--- config.mk ---
export PLATFORM = sky130hd
export DESIGN_NAME = sr_flop_bank_flat
export DESIGN_NICKNAME = d
export VERILOG_FILES = /design/src/rtl/sr_bank_pkg.sv /design/src/rtl/sr_flop_bank_if.sv /design/src/rtl/sr_cell.sv /design/src/rtl/sr_flop_bank.sv /design/src/flat_wrapper.sv
export SDC_FILE = /design/constraint.sdc
export NUM_CORES = 1
export LEC_CHECK = 0
export BUFFER_PORTS_ARGS = -buffer_cell sky130_fd_sc_hd__buf_2
export CAP_MARGIN = 15
export CORE_MARGIN = 5
export CORE_UTILIZATION = 43
export CTS_CLUSTER_DIAMETER = 200
export DETAILED_ROUTE_END_ITERATION = 10
export GPL_TIMING_DRIVEN = 0
export HOLD_SLACK_MARGIN = 0.12
export PLACE_DENSITY_LB_ADDON = 0.15
export SETUP_SLACK_MARGIN = 0.02
export SKIP_CTS_REPAIR_TIMING = 1
export SLEW_MARGIN = 20
export SYNTH_ARGS = -nofsm -noshare
export SYNTH_HDL_FRONTEND = slang
export SYNTH_SLANG_ARGS = --single-unit
--- constraint.sdc ---
create_clock -name clk -period 1.4 [get_ports clk]
set_input_delay 0 -clock clk [delete_from_list [all_inputs] [get_ports clk]]
set_output_delay 0 -clock clk [all_outputs]
set_load 0.01 [all_outputs]
--- src/rtl/sr_bank_pkg.sv ---
// Shared mode encoding for the S/R register bank.
// Mode selects how the forbidden S=R=1 pair is resolved on each enabled edge.
package sr_bank_pkg;

  typedef logic [1:0] mode_t;

  localparam mode_t MODE_RDOM   = 2'd0;
  localparam mode_t MODE_SDOM   = 2'd1;
  localparam mode_t MODE_HOLD   = 2'd2;
  localparam mode_t MODE_TOGGLE = 2'd3;

endpackage

--- src/rtl/sr_flop_bank_if.sv ---
// Bus between controller and S/R bank: sample controls in, registered state and error status out.
// No valid/ready handshake: every input is sampled at each rising edge where en=1 (clr_err regardless of en).
interface sr_flop_bank_if #(
    parameter int CH    = 4,
    parameter int CNT_W = 8
);
    import sr_bank_pkg::*;

    logic             en;
    mode_t            mode;
    logic [CH-1:0]    S;
    logic [CH-1:0]    R;
    logic             clr_err;
    logic [CH-1:0]    Q;
    logic [CH-1:0]    Qn;
    logic [CH-1:0]    q_chg;
    logic [CH-1:0]    conflict;
    logic [CNT_W-1:0] conflict_cnt;

    modport master (
        output en, mode, S, R, clr_err,
        input  Q, Qn, q_chg, conflict, conflict_cnt
    );

    modport slave (
        input  en, mode, S, R, clr_err,
        output Q, Qn, q_chg, conflict, conflict_cnt
    );

endinterface

--- src/rtl/sr_cell.sv ---
// One S/R storage channel: next-state resolution, Q register and change pulse.
// Reset loads rst_val and suppresses q_chg even when that changes Q.
module sr_cell
    import sr_bank_pkg::*;
(
    input  logic  clk,
    input  logic  rst_n,
    input  logic  en,
    input  mode_t mode,
    input  logic  s,
    input  logic  r,
    input  logic  rst_val,
    output logic  q,
    output logic  q_chg
);

    logic q_next;

    always_comb begin
        q_next = q;
        case ({s, r})
            2'b10:   q_next = 1'b1;
            2'b01:   q_next = 1'b0;
            2'b11: begin
                case (mode)
                    MODE_RDOM:   q_next = 1'b0;
                    MODE_SDOM:   q_next = 1'b1;
                    MODE_HOLD:   q_next = q;
                    MODE_TOGGLE: q_next = ~q;
                    default:     q_next = q;
                endcase
            end
            default: q_next = q;
        endcase
    end

    always_ff @(posedge clk) begin
        if (!rst_n) begin
            q     <= rst_val;
            q_chg <= 1'b0;
        end else if (en) begin
            q     <= q_next;
            q_chg <= q_next ^ q;
        end else begin
            q_chg <= 1'b0;
        end
    end

endmodule

--- src/rtl/sr_flop_bank.sv ---
// Bank of CH clocked S/R channels with sticky per-channel conflict flags
// and a saturating count of enabled cycles that saw any S=R=1 pair.
module sr_flop_bank
    import sr_bank_pkg::*;
#(
    parameter int              CH      = 4,
    parameter logic [CH-1:0]   RESET_Q = {CH{1'b0}},
    parameter int              CNT_W   = 8
) (
    input  logic clk,
    input  logic rst_n,
    sr_flop_bank_if.slave bus
);

    localparam logic [CNT_W-1:0] CNT_MAX = {CNT_W{1'b1}};
    localparam logic [CNT_W-1:0] CNT_ONE = {{(CNT_W-1){1'b0}}, 1'b1};

    logic [CH-1:0]    q_reg;
    logic [CH-1:0]    chg_reg;
    logic [CH-1:0]    conflict_now;
    logic             any_conflict;
    logic [CH-1:0]    conflict_reg;
    logic [CNT_W-1:0] cnt_reg;

    for (genvar i = 0; i < CH; i++) begin : g_cell
        sr_cell u_cell (
            .clk     (clk),
            .rst_n   (rst_n),
            .en      (bus.en),
            .mode    (bus.mode),
            .s       (bus.S[i]),
            .r       (bus.R[i]),
            .rst_val (RESET_Q[i]),
            .q       (q_reg[i]),
            .q_chg   (chg_reg[i])
        );
    end

    assign conflict_now = bus.S & bus.R;
    assign any_conflict = |conflict_now;

    // A conflict arriving with clr_err survives the clear.
    always_ff @(posedge clk) begin
        if (!rst_n) begin
            conflict_reg <= '0;
            cnt_reg      <= '0;
        end else if (bus.clr_err) begin
            conflict_reg <= bus.en ? conflict_now : '0;
            cnt_reg      <= (bus.en && any_conflict) ? CNT_ONE : '0;
        end else if (bus.en) begin
            conflict_reg <= conflict_reg | conflict_now;
            if (any_conflict && (cnt_reg != CNT_MAX))
                cnt_reg <= cnt_reg + CNT_ONE;
        end
    end

    assign bus.Q            = q_reg;
    assign bus.Qn           = ~q_reg;
    assign bus.q_chg        = chg_reg;
    assign bus.conflict     = conflict_reg;
    assign bus.conflict_cnt = cnt_reg;

endmodule

--- src/flat_wrapper.sv ---
// flat-port wrapper written by rule: the top's interface ports become plain ports
module sr_flop_bank_flat import sr_bank_pkg::*;
#(
    parameter int              CH      = 4,
    parameter logic [CH-1:0]   RESET_Q = {CH{1'b0}},
    parameter int              CNT_W   = 8
)
  (clk, rst_n, bus_en, bus_mode, bus_S, bus_R, bus_clr_err, bus_Q, bus_Qn, bus_q_chg, bus_conflict, bus_conflict_cnt);
  sr_flop_bank_if #(.CH(CH), .CNT_W(CNT_W)) bus_i ();
  input  logic clk;
  input  logic rst_n;
  input wire logic [$bits(bus_i.en)-1:0] bus_en;
  input wire logic [$bits(bus_i.mode)-1:0] bus_mode;
  input wire logic [$bits(bus_i.S)-1:0] bus_S;
  input wire logic [$bits(bus_i.R)-1:0] bus_R;
  input wire logic [$bits(bus_i.clr_err)-1:0] bus_clr_err;
  output wire logic [$bits(bus_i.Q)-1:0] bus_Q;
  output wire logic [$bits(bus_i.Qn)-1:0] bus_Qn;
  output wire logic [$bits(bus_i.q_chg)-1:0] bus_q_chg;
  output wire logic [$bits(bus_i.conflict)-1:0] bus_conflict;
  output wire logic [$bits(bus_i.conflict_cnt)-1:0] bus_conflict_cnt;
  assign bus_i.en = bus_en;
  assign bus_i.mode = bus_mode;
  assign bus_i.S = bus_S;
  assign bus_i.R = bus_R;
  assign bus_i.clr_err = bus_clr_err;
  assign bus_Q = bus_i.Q;
  assign bus_Qn = bus_i.Qn;
  assign bus_q_chg = bus_i.q_chg;
  assign bus_conflict = bus_i.conflict;
  assign bus_conflict_cnt = bus_i.conflict_cnt;
  sr_flop_bank #(.CH(CH), .RESET_Q(RESET_Q), .CNT_W(CNT_W)) u_core (.clk(clk), .rst_n(rst_n), .bus(bus_i));
endmodule
==> After elaboration in Yosys (flattened, before gate mapping) <==
Cells that the tools add are included.
{ "word_totals": {"ramBits": 0, "memories": 0, "in_bits": 14, "register_bits": 20, "romBits": 0, "out_inout_bits": 24, "word_cells": 61, "latchBits": 0} }
{ "classes": {"add_sub_neg": 1, "n_shift": 0, "n_bitwise": 11, "mux": 15, "div_mod_pow": 0, "order_cmp": 0, "n_eq_ne": 16, "mul": 0, "n_reduce_logical": 8} }
{ "op_table": {"columns": ["operator", "n"], "rows": [
  ["$mux W8", 3],
  ["$eq A2 B2 Y1 const B", 10],
  ["$pmux W1 S4", 4],
  ["$mux W4", 3],
  ["$pmux W1 S3", 4],
  ["$eq A2 B1 Y1 const B", 5],
  ["$add A8 B1 Y8 const B", 1],
  ["$ne A8 B8 Y1 const B", 1],
  ["$and A4 B4 Y4", 1],
  ["$not A1 Y1", 4],
  ["$not A4 Y4", 1],
  ["$or A4 B4 Y4", 1],
  ["$reduce_and A2 Y1", 2],
  ["$reduce_bool A2 Y1", 2],
  ["$reduce_or A4 Y1", 1],
  ["$xor A1 B1 Y1", 4],
  ["$logic_and A1 B1 Y1", 2],
  ["$logic_not A2 Y1", 1],
  ["$mux W1", 1]
]} }

==> Depth between registers and ports, before layout <==
Gate-level depths: netlist of run 1.
{ "logic_depth": {"ltp_word": 6, "mapped_depth": 5, "depth_no_buf": 5} }

==> Cells and area by module <==
A second synthesis of run 1 with hierarchy kept.
{ "hier_totals": {"cells_unflattened": 133, "hier_area_um2": 1198.6} }
{ "modules_own_cells": {"columns": ["mod", "instances", "seq_area_each_um2", "area_per_inst_um2", "cells_each"], "rows": [
  ["sr_flop_bank", 1, 240.2, 638.1, 73],
  ["sr_cell", 4, 50.0, 140.1, 15]
]} }

==> Least setup slack after synthesis of run 1 <==
Ideal clock, no wire load.
{ "synth_path": {"path_kind": "reg-to-reg", "startpoint": "register u_core.cnt_reg[0] (netlist: u_core.bus.conflict_cnt[0])", "endpoint": "register u_core.cnt_reg[3] (netlist: u_core.bus.conflict_cnt[3])", "t_required_ns": 1.330, "stages_incl_launch_ff": 6, "period_less_slack_ns": 1.486, "setup_slack_ns": -0.086, "setup_ns": 0.070, "t_arrival_ns": 1.416, "n_path_buf": 0, "cell_sequence": "dfxtp_1 ha_1 nand3_1 nor2_1 or4_1 a21oi_1"} }
{ "synth_via": {"elab_chain_len": 4, "word_cells_on_any_way": 8, "cone_classes": "add/sub (1); eq/ne (1); mux (3); reduce/logical (3)"} }
{ "synth_rtl": {"columns": ["element", "line", "rtl"], "rows": [
  ["from (decl)", "sr_flop_bank.sv:23", "logic [CNT_W-1:0] cnt_reg;"],
  ["from (signal assigned)", "sr_flop_bank.sv:49", "cnt_reg <= (bus.en && any_conflict) ? CNT_ONE : '0;"],
  ["from (signal assigned)", "sr_flop_bank.sv:53", "cnt_reg <= cnt_reg + CNT_ONE;"],
  ["$add A8 B1 Y8 or $ne A8 B8 Y1 (tied branches)", "sr_flop_bank.sv:53, sr_flop_bank.sv:52", null],
  ["$mux W8 or $logic_and A1 B1 Y1 (tied branches)", "sr_flop_bank.sv:52", "if (any_conflict && (cnt_reg != CNT_MAX))"],
  ["$mux W8 or $reduce_bool A2 Y1 (tied branches)", null, null],
  ["$mux W8 or $reduce_and A2 Y1 (tied branches)", null, null]
]} }
Parallel ways exist; a longest one is shown, timed or not. The select of a mux whose other input is x is not followed.
A chain may end at the register's enable or synchronous reset.

==> Final worst setup path of run 1 <==
{ "layout_path": {"startpoint": "register u_core.cnt_reg[3] (netlist: u_core.bus.conflict_cnt[3])", "endpoint": "register u_core.cnt_reg[3] (netlist: u_core.bus.conflict_cnt[3])"} }
The elaborated chain is that of the path after synthesis.

==> results of run 1 <==
## where the power goes
part / internal [mW] / switching [mW]
Combinational: 0.117 / 0.127
Sequential: 0.580 / 0.0198
Clock: 0.290 / 0.191
Total: 0.987 / 0.338
## placed cells by master (no fill, tap or decap), types with 2 or more instances in the layout
master,instances
and3b_1,4
clkbuf_1,2
inv_1,10
mux2i_1,2
buf_2,37
buf_4,12
dlygate4sd3_1,18
nand2b_1,3
o211ai_1,4
nand2_1,17
nand3_1,7
o21ai_0,10
nand4_1,3
a21oi_1,23
dfxtp_1,14
o41ai_1,2
dfxtp_4,5
clkbuf_4,3
## layout make-up
cell class / count / area [um2]
Multi-Input combinational cell: 96 / 609.3
Tap cell: 30 / 37.54
Timing Repair Buffer: 59 / 395.4
Clock inverter: 1 / 30.03
Inverter: 11 / 41.29
Sequential cell: 20 / 420.4
Buffer: 10 / 67.56
Fill cell: 202 / 808.3
Clock buffer: 3 / 22.52
## tightest hold or removal path: stages
cell     delay (ns)
buf_2          0.12
a21oi_1        0.06
and3b_1        0.19
## worst max-delay path by stage
stage / startpoint / endpoint / cells past startpoint
after floorplan: u_core.bus.conflict_cnt[0] / u_core.bus.conflict_cnt[3] / 5
final: u_core.bus.conflict_cnt[3] / u_core.bus.conflict_cnt[3] / 5
after global routing: u_core.bus.conflict_cnt[3] / u_core.bus.conflict_cnt[3] / 5
after detailed placement: u_core.bus.conflict_cnt[0] / u_core.bus.conflict_cnt[0] / 5
after global placement: u_core.bus.conflict_cnt[0] / u_core.bus.conflict_cnt[0] / 5
after CTS: u_core.bus.conflict_cnt[3] / u_core.bus.conflict_cnt[0] / 4
## metal layers
metal  wire [um]  track usage [%]
met1        1359            22.15
met5           0                0
met4         181            5.696
met3         366            3.240
met2        1559            25.46
## logic make-up after synthesis
group	count (synthesis)	synth area share, %
flops	20	37.43
mux	2	1.871
fa+ha+maj	1	1.169
xor+xnor	1	0.8189
simple gates	45	22.46
compound gates	47	26.08
buf+inv	21	10.18
## per-stage QoR
stage	setup WS, ns	hold slack, ns	instance area [um2]	total power, mW	TNS (ns)
after floorplan	0.02089	0.1451	1085	0.7284	0
after global placement	-0.03859	0.3167	1308	0.8060	-0.06390
after detailed placement	-0.08665	0.3306	1308	0.8118	-0.1931
after CTS	-0.1070	-0.008719	1360	1.280	-0.3634
after global routing	-0.08922	0.1069	1624	1.379	-0.1332
final	-0.05106	0.08693	1624	1.325	-0.05106
==> metrics.txt, run 1 <==
result of the run finished with violations; failing checks negative setup slack; min cycle time layout approximately 1.5 ns; number of library cell types mapped by synthesis 33; critical hold path startpoint bus_S[3]; # rows 18; wire length of the first global-routing pass about 4500 um; drt first-iter violations a little under 80; synthesized cell area 0.001070 mm2; R2R Path Start u_core.bus.conflict_cnt[3]; number of clock sinks 20; worst stage delay on the critical path between 0.5 and 0.6 ns; proportion of netlist area held by the largest area contributor around 37%; Crit Path Max Fanout 8; asr flop ratio synth 0%; Syn Nets 152; worst skew pair latency 0.31 ns; max frequency 689.2 MHz; via count 1340; type of the setup path with the least slack reg2reg; Rel. slew slack ~54%; slack of the worst reg-to-reg path -0.05 ns; synthesized area per cell 7.809 um2; Die W 59.88 um; antenna violations before repair 0; clock transition at the register clock pins on the worst setup and hold paths after CTS between 0.1 and 0.15 ns; Net count, final between 200 and 250; number of pins with negative max-slew slack in the final report 0; top cell type by total area after synthesis dfxtp_1; Data arrival, critical path approximately 1.7 ns; Root Driver clkbuf_4; vias per cell slightly below 6; hold-critical path depth 3; final cell count without fillers 230; number of hold-slack violations in the final timing report 0; Wirelength per Cell 15.07 um; ANT cells 0; Worst Hold End u_core.g_cell[3].u_cell.q; largest net degree at the start of global routing 13; series of cell instances along the critical path nand4_1 > buf_4 > nor2_4 > or4_4 > a21oi_2; post-route DRC violation count 0; power density normalized to cell area ~820 mW/mm2; most repeated cell in the gate-level netlist after synthesis a21oi_1; cells after synthesis around 140; standby leakage power roughly 0.70 nW; CTS tree yes; Primary FF master, synth dfxtp_1; number of input and output port buffers inserted 37; leading post-synthesis cells by instance count a21oi_1, dfxtp_1, nand2_1, inv_1, o21ai_0; vias in the first global route 1010; CP Capture Type flip-flop; depth of the most critical reg-to-reg path 5; share of cells above drive strength 1 34.00%; fin worst setup slack -0.05106 ns; total detailed-routing wirelength 3467 um; Die Span Y 59.88 um; I/O pin count 38; most area-consuming cells after synthesis dfxtp_1, a21oi_1, nand2_1; unrepaired setup endpoints after global routing true; Max rail drop VDD around 600 uV; number of flip-flops in the largest register 8; number of max-cap violations 0; area added between synthesis and finish 51.81%; sequential area share after synthesis between 30% and 40%; crit share post-route 103.6%; number of instances in the placed design just over 200; Antenna Nets Post-Route 0; Overall Global Routing Usage approximately 16%; required arrival time at the worst endpoint ~1.7 ns; slew at the pin closest to its max-slew limit ~0.68 ns; Initial Utilization between 40% and 50%; destination of the worst register-to-register timing path u_core.bus.conflict_cnt[3]; Detail Placement HPWL about 2100 um; core box area roughly 0.0024 mm2; critical path buffer and inverter count 1; Max clock buf depth 2; type of element launching the critical path flip-flop; area enclosed by the die boundary 0.003586 mm2; gate family responsible for the most delay along the worst path simple AND/OR/NAND/NOR gates; number of buffers added by the clock tree synthesis step 3; Synth Register Bits 20; YS warnings 0; gr ovfl total 0; Clock Skew roughly 0.0019 ns; Worst path slowest cell or4_4; CTS H-tree depth 1; number of flops mapped to enable cells by yosys 0; Detailed Routing Iterations Pass 1 5; Setup violations, final 1; final weighted congestion in routability-driven placement roughly 0.86; class of the tightest hold or removal check in2reg; Util after Layout 66.77%
(Power assumes the default switching activity.)
==> run 2, diff against run 1 <==
==> constraint.sdc (replaced) <==
create_clock -name clk -period 1.8 [get_ports clk]
set_input_delay 0.27 -clock clk [delete_from_list [all_inputs] [get_ports clk]]
set_output_delay 0.27 -clock clk [all_outputs]
set_load 0.01 [all_outputs]
==> run 2 against run 1 <==
Against the previous run:
- sequential cell count unchanged
- count of clock-buffer cells in the layout increased by 1
- wire length decreased by 23%
- register-to-register slack improved by 0.28 ns
- final cell count decreased by 9.6%
- die area unchanged
- maximum frequency decreased by 7.7%
- first-iteration DRC count decreased by 59%
- the flow now finishes without violations
- global-route usage decreased by 0.27 points
- clock skew decreased by 0.00093 ns
- largest power group unchanged
==> metrics.txt, run 2 (synthesis gave the netlist of run 1 again) <==
result of the run finished, final reports clean (was finished with violations); slew at the pin closest to its max-slew limit 0.6077 ns (was 0.6795 ns); vias in the first global route 1034 (was 1010); GR met3 Demand/Resource 3.024% (was 3.240%); power density normalized to cell area 661.3 mW/mm2 (was 815.8 mW/mm2); Global Route met2 Usage 25.15% (was 25.46%); gate family responsible for the most delay along the worst path simple AND/OR/NAND/NOR gates (unchanged); number of pins with negative max-slew slack in the final report 0 (unchanged); wire length of the first global-routing pass 4478 um (was 4505 um); Rel. slew slack 58.95% (was 54.11%); Crit Path Max Fanout 5 (was 8); Clock Skew 0.0009603 ns (was 0.001890 ns); leading cell types in the layout, fill and taps excluded buf_2, a21oi_1, dfxtp_1 (was buf_2, a21oi_1, dlygate4sd3_1); Data arrival, critical path 1.83 ns (was 1.71 ns); worst skew pair latency 0.30 ns (was 0.31 ns); Worst path slowest cell dfxtp_1 (was or4_4); number of instances in the placed design 204 (unchanged); largest net degree at the start of global routing 12 (was 13); Max rail drop VDD 348.9 uV (was 611.8 uV); number of hold-slack violations in the final timing report 0 (unchanged); area enclosed by the die boundary 0.003586 mm2 (unchanged); number of max-cap violations 0 (unchanged); Detailed Routing Iterations Pass 1 4 (was 5); type of element launching the critical path flip-flop (unchanged); dpl ws 0.1733 ns (was -0.08665 ns); share of cells above drive strength 1 29.78% (was 34.00%); worst hold slack across all endpoints 0.2766 ns (was 0.08693 ns); class of the tightest hold or removal check in2reg (unchanged); drt first-iter violations 32 (was 79); number of clock sinks 20 (unchanged); CTS H-tree depth 1 (unchanged); number of flip-flops in the largest register 8 (unchanged); number of input and output port buffers inserted 37 (unchanged); clock transition at the register clock pins on the worst setup and hold paths after CTS 0.11 ns (was 0.12 ns); core box area 0.002432 mm2 (unchanged); fin worst setup slack 0.2274 ns (was -0.05106 ns); highest-utilization routing layer at the global route stage met2 (unchanged); met1 Resource Use GR 21.73% (was 22.15%); standard cell area after detailed placement 0.001292 mm2 (was 0.001308 mm2); Antenna Nets Post-Route 0 (unchanged); unrepaired setup endpoints after global routing false (was true); Die Span Y 59.88 um (unchanged); CP Capture Type flip-flop (unchanged); final weighted congestion in routability-driven placement 0.8456 (was 0.8612); Max clock buf depth 2 (unchanged); vias per cell 5.365 (was 5.826); required arrival time at the worst endpoint 2.05 ns (was 1.65 ns); worst stage delay on the critical path 0.41 ns (was 0.51 ns); crit share post-route 87.37% (was 103.6%); Initial Utilization 43.98% (unchanged); min cycle time layout 1.573 ns (was 1.451 ns); gr ovfl total 0 (unchanged); Net count, final 194 (was 216); I/O pin count 38 (unchanged); Root Driver clkbuf_4 (unchanged); final cell count without fillers 208 (was 230); Wirelength per Cell 12.85 um (was 15.07 um); total detailed-routing wirelength 2673 um (was 3467 um); series of cell instances along the critical path ha_1 > nand3_1 > or2_2 > a311o_1 > nand2_1 (was nand4_1 > buf_4 > nor2_4 > or4_4 > a21oi_2); post-route DRC violation count 0 (unchanged); CTS tree yes (unchanged); via count 1116 (was 1340); # rows 18 (unchanged); Setup violations, final 0 (was 1); area added between synthesis and finish 24.44% (was 51.81%); ANT cells 0 (unchanged); standby leakage power 0.6038 nW (was 0.7025 nW); max frequency 635.9 MHz (was 689.2 MHz); antenna violations before repair 0 (unchanged); Die W 59.88 um (unchanged); number of buffers added by the clock tree synthesis step 3 (unchanged); post-route design area 0.001331 mm2 (was 0.001624 mm2); leading cell type in the layout, fill and taps excluded buf_2 (unchanged); Detail Placement HPWL 2089 um (was 2088 um); type of the setup path with the least slack reg2reg (unchanged); Final TNS setup 0 ns (was -0.05106 ns); critical path buffer and inverter count 0 (was 1); Overall Global Routing Usage 16.02% (was 16.29%)
==> run 2: cell count changes in the layout (fill, tap and decap cells not counted), sizes merged <==
cell / before / now
dlygate4sd3: 18 / 0
bufinv: 1 / 0
clkbuf: 5 / 6
buf: 49 / 45
==> run 2: per-stage QoR <==
| step | util (%) | power (mW) |
|---|---|---|
| after floorplan | - | 0.5647 |
| after global placement | 53.14 | 0.6242 |
| after detailed placement | 53.14 | 0.6289 |
| after CTS | 54.63 | 0.8885 |
| after global routing | 54.73 | 0.9242 |
| final | 54.73 | 0.8804 |
==> run 2: layout make-up <==
cell class | count | area (um2)
timing repair buffer | 37 | 185.2
clock buffer | 4 | 36.28
sequential | 20 | 400.4
tap | 30 | 37.54
fill | 249 | 1101
buffer | 10 | 67.56
multi-input combinational | 96 | 563.0
inverter | 11 | 41.29
==> run 2: worst register-to-register path, stage by stage, from the launching register on <==
cell,delay (ns)
dfxtp_1,0.41
ha_1,0.27
nand3_1,0.14
or2_2,0.34
a311o_1,0.32
nand2_1,0.05
==> run 2: layer usage <==
metal	vias to the layer above	part of all wire, %
met3	4	6.9
met1	502	47
met5	-	0
met2	38	45
li1	572	-
met4	0	1.2
==> run 2: path summary, 6_finish.rpt <==
path,from,slack [ns],to,cells past startpoint
max,u_core.bus.conflict_cnt[0],0.23,u_core.bus.conflict_cnt[2],5
min,bus_clr_err,0.28,u_core.bus.conflict_cnt[4],4
max reg2reg,u_core.bus.conflict_cnt[0],0.23,u_core.bus.conflict_cnt[2],5
min reg2reg,u_core.bus.conflict[1],0.47,u_core.bus.conflict[1],2
==> run 2: power by group <==
group | leakage, nW | switching, mW | total (mW) | internal [mW]
clock | 0.0210 | 0.138 | 0.262 | 0.123
sequential | 0.163 | 0.0128 | 0.470 | 0.457
combinational | 0.420 | 0.0843 | 0.149 | 0.0644
total | 0.604 | 0.235 | 0.880 | 0.645
==> run 3, diff against run 2 <==
--- a/config.mk
+++ b/config.mk
@@ -7,7 +7,7 @@
 export LEC_CHECK = 0
 export BUFFER_PORTS_ARGS = -buffer_cell sky130_fd_sc_hd__buf_2
 export CAP_MARGIN = 15
-export CORE_MARGIN = 5
+export CORE_MARGIN = 2
 export CORE_UTILIZATION = 43
 export CTS_CLUSTER_DIAMETER = 200
 export DETAILED_ROUTE_END_ITERATION = 10
==> run 3 against run 2 <==
Against the previous run:
- total power increased by 0.93%
- non-clock buffer count unchanged
- count of clock-buffer cells in the layout unchanged
- global-route usage increased by 3.2 points
- largest power group unchanged
- highest routed layer unchanged
==> metrics.txt, run 3 (synthesis gave the netlist of run 1 again) <==
Setup violations, final 0 (unchanged); leading cell type in the layout, fill and taps excluded buf_2 (unchanged); Wirelength per Cell 12.68 um (was 12.85 um); total detailed-routing wirelength 2638 um (was 2673 um); power density normalized to cell area 667.4 mW/mm2 (was 661.3 mW/mm2); fin worst setup slack 0.2248 ns (was 0.2274 ns); critical hold path startpoint bus_S[1] (was bus_clr_err); class of the tightest hold or removal check in2reg (unchanged); drt first-iter violations 22 (was 32); core box area 0.002410 mm2 (was 0.002432 mm2); Max rail drop VDD 372.5 uV (was 348.9 uV); area enclosed by the die boundary 0.002903 mm2 (was 0.003586 mm2); share of cells above drive strength 1 29.78% (unchanged); Util after Layout 55.24% (was 54.73%); Fill cells 237 (was 249); Overall Global Routing Usage 19.21% (was 16.02%); clock transition at the register clock pins on the worst setup and hold paths after CTS 0.12 ns (was 0.11 ns); number of max-cap violations 0 (unchanged); required arrival time at the worst endpoint 2.05 ns (about the same); result of the run finished, final reports clean (unchanged); Root Driver clkbuf_4 (unchanged); Max clock buf depth 2 (unchanged); number of input and output port buffers inserted 37 (unchanged); number of clock sinks 20 (unchanged); standard cell area after detailed placement 0.001292 mm2 (unchanged); gr ovfl total 0 (unchanged); Internal Pwr Total 0.6451 mW (was 0.6450 mW); wire length of the first global-routing pass 3988 um (was 4478 um); CTS tree yes (unchanged); Crit Path Max Fanout 8 (was 5); number of pins with negative max-slew slack in the final report 0 (unchanged); portion of total power attributed to the clock network 30.3% (was 29.7%); type of the setup path with the least slack reg2reg (unchanged); I/O pin count 38 (unchanged); CTS H-tree depth 1 (unchanged); leading cell types in the layout, fill and taps excluded buf_2, a21oi_1, dfxtp_1 (unchanged); post-route DRC violation count 0 (unchanged); area added between synthesis and finish 24.44% (unchanged); slack of the worst reg-to-reg path 0.22 ns (was 0.23 ns); vias in the first global route 943 (was 1034); number of buffers added by the clock tree synthesis step 3 (unchanged); unrepaired setup endpoints after global routing false (unchanged); worst hold slack across all endpoints 0.2750 ns (was 0.2766 ns); type of element launching the critical path flip-flop (unchanged); # rows 18 (unchanged); Detailed Routing Iterations Pass 1 4 (unchanged); Data arrival, critical path 1.82 ns (was 1.83 ns); antenna violations before repair 0 (unchanged); R2R Path Start u_core.bus.conflict_cnt[0] (unchanged); largest net degree at the start of global routing 12 (unchanged); max frequency 634.8 MHz (was 635.9 MHz); Net count, final 194 (unchanged); Reg power frac 52.9% (was 53.4%); ANT cells 0 (unchanged); dpl ws 0.1977 ns (was 0.1733 ns); Detail Placement HPWL 1934 um (was 2089 um); post-route design area 0.001331 mm2 (unchanged); Die W 53.88 um (was 59.88 um); vias per cell 5.500 (was 5.365); critical path startpoint u_core.bus.conflict_cnt[0] (unchanged); crit share post-route 87.51% (was 87.37%); final weighted congestion in routability-driven placement 0.8116 (was 0.8456); CP Capture Type flip-flop (unchanged); min cycle time layout 1.575 ns (was 1.573 ns); share of power burned in combinational logic 16.8% (was 16.9%); number of flip-flops in the largest register 8 (unchanged); worst skew pair latency 0.31 ns (was 0.30 ns); via count 1144 (was 1116); Initial Utilization 44.39% (was 43.98%); Antenna Nets Post-Route 0 (unchanged); Final TNS setup 0 ns (unchanged); Die Span Y 53.88 um (was 59.88 um); number of hold-slack violations in the final timing report 0 (unchanged); switching power of the nets 0.2434 mW (was 0.2354 mW); standby leakage power 0.6038 nW (unchanged); slew at the pin closest to its max-slew limit 0.6226 ns (was 0.6077 ns); Rel. slew slack 57.95% (was 58.95%); switching share of power 27.39% (was 26.74%); Clock Skew 0.002355 ns (was 0.0009603 ns)
[run 3: cell counts in the layout (fill, tap and decap cells not counted)]
Identical to the previous run, type by type.
[run 3: path summary, 6_finish.rpt]
| kind | endpoint | cells after the start |
|---|---|---|
| worst max register to register | u_core.bus.conflict_cnt[3] | 5 |
| worst min register to register | u_core.bus.conflict[0] | 2 |
| worst min-delay path | u_core.g_cell[1].u_cell.q_chg | 3 |
| worst max-delay path | u_core.bus.conflict_cnt[3] | 5 |
[run 3: area by class of cell]
| cell class | count | area (um2) | area share (%) |
|---|---|---|---|
| buffer | 10 | 67.56 | 5.075 |
| timing repair buffer | 37 | 185.2 | 13.91 |
| tap | 30 | 37.54 | 2.820 |
| sequential | 20 | 400.4 | 30.08 |
| inverter | 11 | 41.29 | 3.101 |
| multi-input combinational | 96 | 563.0 | 42.29 |
| clock buffer | 4 | 36.28 | 2.726 |
[run 3: layer usage]
metal	up-vias	GRT usage (%)	part of all wire, %
met4	0	10.26	1.6
met1	534	26.20	49
met3	5	3.611	5.5
met5	-	0	0
li1	571	-	-
met2	34	28.46	44
[run 3: through the flow]
stage	std cells	total power, mW
6_report	208	0.8886
5_1_grt	208	0.9300
4_1_cts	208	0.8929
3_5_place_dp	204	0.6276
3_3_place_gp	204	0.6235
2_1_floorplan	137	0.5647
[run 3: critical path, cell delays in order, from the launching register on]
cell     delay (ns)
dfxtp_1        0.37
ha_1           0.27
nand3_1        0.14
nor2_2         0.09
or4_1          0.51
a21oi_1        0.14
[run 3: power by group through the flow]
stage	Combinational, mW	Sequential [mW]	Clock [mW]
after floorplan	0.0845	0.480	0
after global placement	0.145	0.479	0
after detailed placement	0.148	0.480	0
after CTS	0.148	0.470	0.275
after global routing	0.166	0.472	0.292
final	0.149	0.470	0.269
